===== src/rtl/ana_pad_pkg.sv =====
// Shared definitions for the analog pad arbiter and its round-robin picker:
// state encoding, default timing constants and the requester-ID width helper.
package ana_pad_pkg;

    typedef enum logic [1:0] {
        IDLE  = 2'd0,
        MAKE  = 2'd1,
        OWNED = 2'd2,
        BREAK = 2'd3
    } pad_state_t;

    localparam int DEF_N_REQ         = 4;
    localparam int DEF_BBM_CYCLES    = 4;
    localparam int DEF_SETTLE_CYCLES = 16;
    localparam int DEF_MAX_HOLD      = 0;
    localparam int DEF_CNT_W         = 8;

    // Width of a requester index; never narrower than one bit.
    function automatic int id_w(input int n);
        return (n <= 2) ? 1 : $clog2(n);
    endfunction

endpackage


===== src/rtl/ana_rr_pick.sv =====
// Combinational round-robin picker: searches req upward from ptr with
// wrap-around and returns the first hit as one-hot, as an index, and an
// any-request flag. Shared with the digital pad-mux controller.
module ana_rr_pick
    import ana_pad_pkg::*;
#(
    parameter int N_REQ = DEF_N_REQ
) (
    input  logic [N_REQ-1:0]        req,
    input  logic [id_w(N_REQ)-1:0]  ptr,
    output logic [N_REQ-1:0]        gnt,
    output logic [id_w(N_REQ)-1:0]  idx,
    output logic                    any
);

    localparam int IDW = id_w(N_REQ);

    // First requester at or above the pointer, wrapping past N_REQ-1 to 0.
    always_comb begin
        gnt = '0;
        idx = '0;
        any = 1'b0;
        for (int i = 0; i < N_REQ; i++) begin
            int s;
            int k;
            s = int'(ptr) + i;
            k = (s >= N_REQ) ? (s - N_REQ) : s;
            if (!any && req[k]) begin
                any    = 1'b1;
                gnt[k] = 1'b1;
                idx    = IDW'(k);
            end
        end
    end

endmodule


===== src/rtl/ana_pad_arbiter.sv =====
// Arbiter for one shared analog pad. Closes at most one transmission gate at
// a time, waits a settle delay before flagging the owner ready, and keeps
// every switch open for a break-before-make gap between owners. force_open
// opens everything immediately and holds the gap while it stays high.
module ana_pad_arbiter
    import ana_pad_pkg::*;
#(
    parameter int N_REQ         = DEF_N_REQ,
    parameter int BBM_CYCLES    = DEF_BBM_CYCLES,
    parameter int SETTLE_CYCLES = DEF_SETTLE_CYCLES,
    parameter int MAX_HOLD      = DEF_MAX_HOLD,
    parameter int CNT_W         = DEF_CNT_W
) (
    input  logic                    clk,
    input  logic                    rst_n,
    input  logic [N_REQ-1:0]        req,
    input  logic                    force_open,
    output logic [N_REQ-1:0]        sw_en,
    output logic [N_REQ-1:0]        ready,
    output logic [id_w(N_REQ)-1:0]  owner_id,
    output logic                    busy
);

    localparam int IDW = id_w(N_REQ);

    localparam logic [CNT_W-1:0] BBM_RELOAD    = CNT_W'(BBM_CYCLES - 1);
    localparam logic [CNT_W-1:0] SETTLE_RELOAD = CNT_W'(SETTLE_CYCLES - 1);
    localparam logic [CNT_W-1:0] HOLD_LAST     = CNT_W'(MAX_HOLD - 1);

    pad_state_t       state;
    logic [CNT_W-1:0] cnt;
    logic [CNT_W-1:0] hold_cnt;
    logic [IDW-1:0]   ptr;

    logic [N_REQ-1:0] pick_gnt;
    logic [IDW-1:0]   pick_idx;
    logic             pick_any;

    logic             owner_req;
    logic             others;
    logic             hold_hit;
    logic             release_now;
    logic [IDW-1:0]   next_ptr;

    ana_rr_pick #(
        .N_REQ (N_REQ)
    ) u_pick (
        .req (req),
        .ptr (ptr),
        .gnt (pick_gnt),
        .idx (pick_idx),
        .any (pick_any)
    );

    // Release decision: owner dropped its request, or it has hogged the pad
    // for MAX_HOLD cycles while someone else was waiting.
    always_comb begin
        owner_req   = req[owner_id];
        others      = |(req & ~sw_en);
        hold_hit    = (MAX_HOLD != 0) && (state == OWNED) && others &&
                      (hold_cnt == HOLD_LAST);
        release_now = ((state == MAKE) || (state == OWNED)) &&
                      (!owner_req || hold_hit);
        next_ptr    = (owner_id == IDW'(N_REQ - 1)) ? '0 : owner_id + IDW'(1);
    end

    // Pad ownership FSM with registered switch, ready, owner and busy outputs.
    always_ff @(posedge clk) begin
        if (!rst_n) begin
            state    <= IDLE;
            sw_en    <= '0;
            ready    <= '0;
            owner_id <= '0;
            busy     <= 1'b0;
            ptr      <= '0;
            cnt      <= '0;
            hold_cnt <= '0;
        end else if (force_open) begin
            // Reload every cycle so the gap only starts counting once it drops.
            state <= BREAK;
            sw_en <= '0;
            ready <= '0;
            busy  <= 1'b1;
            cnt   <= BBM_RELOAD;
        end else if (release_now) begin
            state <= BREAK;
            sw_en <= '0;
            ready <= '0;
            busy  <= 1'b1;
            cnt   <= BBM_RELOAD;
            ptr   <= next_ptr;
        end else begin
            case (state)
                IDLE: begin
                    if (pick_any) begin
                        state    <= MAKE;
                        sw_en    <= pick_gnt;
                        owner_id <= pick_idx;
                        cnt      <= SETTLE_RELOAD;
                        hold_cnt <= '0;
                        busy     <= 1'b1;
                    end
                end
                MAKE: begin
                    if (cnt == '0) begin
                        state <= OWNED;
                        ready <= sw_en;
                    end else begin
                        cnt <= cnt - CNT_W'(1);
                    end
                end
                OWNED: begin
                    if ((MAX_HOLD != 0) && others) begin
                        hold_cnt <= hold_cnt + CNT_W'(1);
                    end
                end
                BREAK: begin
                    if (cnt == '0) begin
                        state <= IDLE;
                        busy  <= 1'b0;
                    end else begin
                        cnt <= cnt - CNT_W'(1);
                    end
                end
                default: state <= IDLE;
            endcase
        end
    end

endmodule


===== config.mk =====
export PLATFORM = sky130hd
export DESIGN_NAME = ana_pad_arbiter
export DESIGN_NICKNAME = d
export VERILOG_FILES = /design/src/rtl/ana_pad_pkg.sv /design/src/rtl/ana_rr_pick.sv /design/src/rtl/ana_pad_arbiter.sv
export SDC_FILE = /design/constraint.sdc
export NUM_CORES = 1
export LEC_CHECK = 0
export BUFFER_PORTS_ARGS = -buffer_cell sky130_fd_sc_hd__buf_2
export CAP_MARGIN = 20
export CORE_ASPECT_RATIO = 2
export CORE_MARGIN = 5
export CORE_UTILIZATION = 57
export DETAILED_ROUTE_END_ITERATION = 16
export GPL_ROUTABILITY_DRIVEN = 1
export PLACE_DENSITY = 0.8
export SLEW_MARGIN = 10
export SYNTH_ARGS = -nofsm -noshare
export SYNTH_HDL_FRONTEND = slang
export SYNTH_HIERARCHICAL = 1
export SYNTH_SLANG_ARGS = --single-unit

===== constraint.sdc =====
create_clock -name clk -period 3.8 [get_ports clk]
set_input_delay 0.57 -clock clk [delete_from_list [all_inputs] [get_ports clk]]
set_output_delay 0.57 -clock clk [all_outputs]
set_load 0.02 [all_outputs]

## After elaboration in Yosys (flattened, before gate mapping)

Index checks and enable logic that the tools add are counted.

| word-level totals | value |
|---|---|
| bits in registers | 23 |
| bits of input ports | 7 |

| operators by class | value |
|---|---|
| $add $sub $neg | 9 |
| order comparisons | 13 |
| equality and inequality tests | 10 |
| mux-type cells | 55 |
| bitwise logic cells | 6 |
| reduce and logical (&&, ||, !) cells | 29 |

Operator list:

| kind | count |
|---|---|
| 32-bit by 1-bit greater-or-equal comparator with 1-bit output, second input constant | 4 |
| 32-bit by 4-bit < comparator with 1-bit output, second input constant | 4 |
| 32-bit two-way mux | 4 |
| 32-bit by 4-bit greater-or-equal comparator with 1-bit output, second input constant | 3 |
| 32-bit by 4-bit subtractor with 32-bit output, second input constant | 3 |
| 2-bit two-way mux | 12 |
| 1-bit two-way mux | 21 |
| 4-bit two-way mux | 4 |
| 8-bit two-way mux | 2 |
| 8-bit one-hot mux with 2 select lines | 1 |
| 4-bit inequality test, second input constant | 3 |
| 4-bit OR | 3 |
| 1-bit binary-select mux with 2-bit select | 5 |
| 3-bit AND reduction | 3 |
| 1-bit demux with 2-bit select | 4 |
| 1-bit logical AND | 8 |
| 8-bit zero test | 1 |
| 4-bit AND reduction | 2 |
| 4-bit nonzero test | 2 |
| 8-bit by 1-bit subtractor with 8-bit output, second input constant | 1 |
| 2-bit by 2-bit adder with 3-bit output, second input constant | 2 |
| 2-bit equality test, second input constant | 3 |
| 2-bit one-hot mux with 3 select lines | 1 |
| 2-bit AND reduction | 3 |
| 17 further kinds | 23 |

## Logic depth before layout (Yosys ltp)

| logic depth | value |
|---|---|
| word-level depth | 19 |
| depth in mapped cells | 12 |

## Modules after synthesis

Netlist, hierarchy kept.

Modules (own cells, without submodules):

| module | times used | cells each | area each (µm²) | sequential area each (µm²) |
|---|---|---|---|---|
| ana_pad_arbiter | 1 | 140 | 1249.9 | 460.4 |
| ana_rr_pick | 1 | 48 | 456.7 | 0.0 |

## Worst setup path before layout

OpenSTA, ideal clock, no wires.

| timing | value |
|---|---|
| path kind | register -> register |
| from | register ptr[0] |
| to | register cnt[0] |
| arrival time | 2.754 ns |
| slack | 0.955 ns |
| stages on the path, launching flop included | 13 |
| path buffers | 3 |
| period minus slack after synthesis | 2.845 ns |
| cells stage by stage | dfxtp_1 -> buf_6 -> inv_1 -> ha_1 -> mux4_2 -> buf_6 -> nor3_1 -> nand2b_1 -> nor2b_1 -> clkbuf_1 -> nor2_1 -> mux2_1 -> a311oi_1 |

| on the way | value |
|---|---|
| longest elaborated chain between the ends | 17 |
| elaborated cells between the ends (all ways) | 39 |

Ends and longest elaborated chain:

| element | line | text |
|---|---|---|
| start: declaration | ana_pad_arbiter.sv:33 | `logic [IDW-1:0] ptr;` |
| start signal: assignment | ana_pad_arbiter.sv:91 | `ptr <= next_ptr;` |
| branches (longest 14 deep; another with 32-bit by 4-bit subtractor with 32-bit output) | - |  |
| 1-bit two-way mux (*) | ana_rr_pick.sv:28 | `if (!any && req[k]) begin` |
| named net pick_any | ana_pad_arbiter.sv:37 | `logic pick_any;` |
| 4-bit inequality test (no source line) (*) | - |  |
| 3-bit AND reduction (no source line) (*) | - |  |
| end signal: assignment | ana_pad_arbiter.sv:109 | `cnt <= cnt - CNT_W'(1);` |
| end signal: assignment | ana_pad_arbiter.sv:122 | `cnt <= cnt - CNT_W'(1);` |
| end: declaration | ana_pad_arbiter.sv:31 | `logic [CNT_W-1:0] cnt;` |

Mark *: on every way through the listed nets, which the timed path passes. The select of a mux whose other input is x is not followed.
A chain may end at the register's enable or synchronous reset.

## Worst setup path in the final report

| timing | value |
|---|---|
| from | register ptr[1] |
| to | register cnt[2] |

| on the way | value |
|---|---|
| longest elaborated chain between the ends | 17 |
| elaborated cells between the ends (all ways) | 39 |

Ends and longest elaborated chain:

| element | line |
|---|---|
| branches (longest 14 deep; another with 32-bit by 4-bit subtractor with 32-bit output) | - |
| 1-bit two-way mux (*) | ana_rr_pick.sv:28 |
| named net pick_any | ana_pad_arbiter.sv:37 |
| 2-bit inequality test (no source line) (*) | - |
| 3-bit AND reduction (no source line) (*) | - |

Marked as above.

==> results.tsv <==
metric	value	unit
synth_edf_count	0	
vias	1527	
synth_cell_types	52	
post_cts_resized	0	
status	finished, final reports clean	
max_cap_violations	0	
worstPathCellList	inv_1 -> ha_1 -> mux4_2 -> nor3_1 -> nand2b_1 -> nor2b_1 -> buf_4 -> nor3b_1 -> a221oi_1 -> a311oi_1	
p_per_area	356	nW/µm²
fp.dieH	87.4	µm
cts-hold-fix-buffers	0	
cts_buffers	3	
clk_latency	0.27	ns
design_area	1850	µm²
holdWs	0.480	ns
endpoint_kind	flip-flop	
critical_path.max_fanout	11	
critical_path_required	3.98	ns
grt_max_degree	16	
grt_first_pass_wirelength	6620	µm
clockBufferDepth	2	
vias_per_cell	6.50	
nets	228	
crit_type	reg2reg	
dieArea	4250	µm²
ios	18	
n_antenna_cell	0	
cts_tree	built	
gp_congestion	0.852	
antenna_found_initial	0	
cellLeakagePower	0.748	nW
instances_no_fill	235	
syn2layout_area_growth	8.50	%
ys_ff_latch	23	
post-cts-setup-buffers	0	
synth-seq-area-share	0.270	
rsz0062_at_grt	false	
cpMaxStageDelayCell	dfxtp_1	
grt_usage	0.192	
synth-async-reset-ratio	0	
hold_path_depth	2	
crit_path_start_kind	flip-flop	
post-place-ws	0.720	ns
drt-total-wl	3920	µm
final-setup-viol-count	0	
r2r_cells	10	
final_common_cell	dfxtp_1	
core	2910	µm²
crit_arrival	3.27	ns
ant_nets	0	
syn-instance-count	188	
drt-initial-drc-count	45	
fin_crit_sh	0.813	
wl_per_cell	16.7	µm
placed_area	1810	µm²
dr.pass1.iters	4	
hold_viol	0	
rows	28	
dp_hpwl	3100	µm
cts_root_buffer	clkbuf_8	
clk_pin_slew_worst_paths	0.08	ns
netlist_area	1710	µm²
port_buffers	17	
slew_violations	0	
worstMarginPinSlew	0.670	ns
slew_headroom	0.553	
drc	0	
drive_gt1_frac	0.180	
synth_nets	210	
peakVddDrop	0.000264	V
max_freq	324	MHz
min_period	3.09	ns
ys.flop_type	dfxtp_1	
critPathMaxStageDelay	0.56	ns
cts.sinks	23	
dp.cells	231	
syn_avg_cell_area	9.08	µm²
layout_common_cells	23 x dfxtp_1, 17 x buf_2, 15 x nand2_1, 15 x ha_1, 14 x inv_1	
final_core_util	0.637	
fin_ws	0.710	ns
first_global_vias	1568	
hp-class	reg2reg	
finalPower	0.658	mW
synth_warnings	6	
setup_tns	0	ns
start_util	0.587	
die_w	48.7	µm
finalClockSkew	0.00445	ns
overflow	0	
htreeDepth	1	
[cell type report]
cell class                 count  area (µm²)
clock buffer                   3        41.3
clock inverter                 1        5.00
fill                         257        1060
inverter                      14        52.6
multi-input combinational    145        1150
sequential                    23         460
tap                           30        37.5
timing repair buffer          19         100
[worst paths after layout]
check                start  slack [ns]        to
hold reg to reg   sw_en[1]        0.48  sw_en[1]
setup / recovery    ptr[1]        0.71    cnt[2]
hold / removal    sw_en[1]        0.48  sw_en[1]
setup reg to reg    ptr[1]        0.71    cnt[2]
[worst max-delay path: cells and delay by family (launching register included)]
family | cells | cell delay, ns
buf+inv | 2 | 0.36
compound gates | 2 | 0.45
simple gates | 4 | 0.86
fa+ha+maj | 1 | 0.37
mux | 1 | 0.39
flops | 1 | 0.56
[per-layer routing]
metal,up-vias,GRT usage,part of all wire
li1,744,-,-
met1,734,0.172,0.34
met2,38,0.380,0.61
met3,11,0.0309,0.030
met4,0,0.118,0.024
met5,-,0,0
[where the power goes]
part | internal, mW | switching [mW]
Sequential | 0.255 | 0.0172
Clock | 0.0733 | 0.0792
Combinational | 0.0945 | 0.139
[flip-flops by register name, summed over array words and instances, names as in the netlist]
signal / flops
busy: 1
cnt: 8
owner_id: 2
ptr: 2
ready: 4
state: 2
sw_en: 4
[cells by family after synthesis]
family,synth area share
compound gates,0.232
simple gates,0.193
flops,0.270
buf+inv,0.0535
mux,0.141
fa+ha+maj,0.110
[synth_stat cells, drive strengths merged (2+ instances only)]
cell | n | area share
nor2b | 2 | 0.0073
mux4 | 4 | 0.057
a22oi | 9 | 0.040
mux2i | 11 | 0.065
and2 | 2 | 0.0073
nand4 | 3 | 0.011
mux2 | 3 | 0.020
nand2 | 17 | 0.040
o21a | 3 | 0.013
a21oi | 13 | 0.038
a221oi | 3 | 0.026
ha | 15 | 0.11
dfxtp | 23 | 0.27
inv | 14 | 0.031
or4 | 2 | 0.0088
nand3 | 3 | 0.0088
a31oi | 2 | 0.0073
o31ai | 2 | 0.0088
o311ai | 2 | 0.010
nor3b | 2 | 0.012
buf | 3 | 0.016
nor4 | 4 | 0.027
a31o | 3 | 0.015
o21ai | 10 | 0.029
nor2 | 12 | 0.026
a311oi | 2 | 0.010
clkbuf | 3 | 0.0066
nor3 | 2 | 0.0059
(Power assumes the default switching activity.)
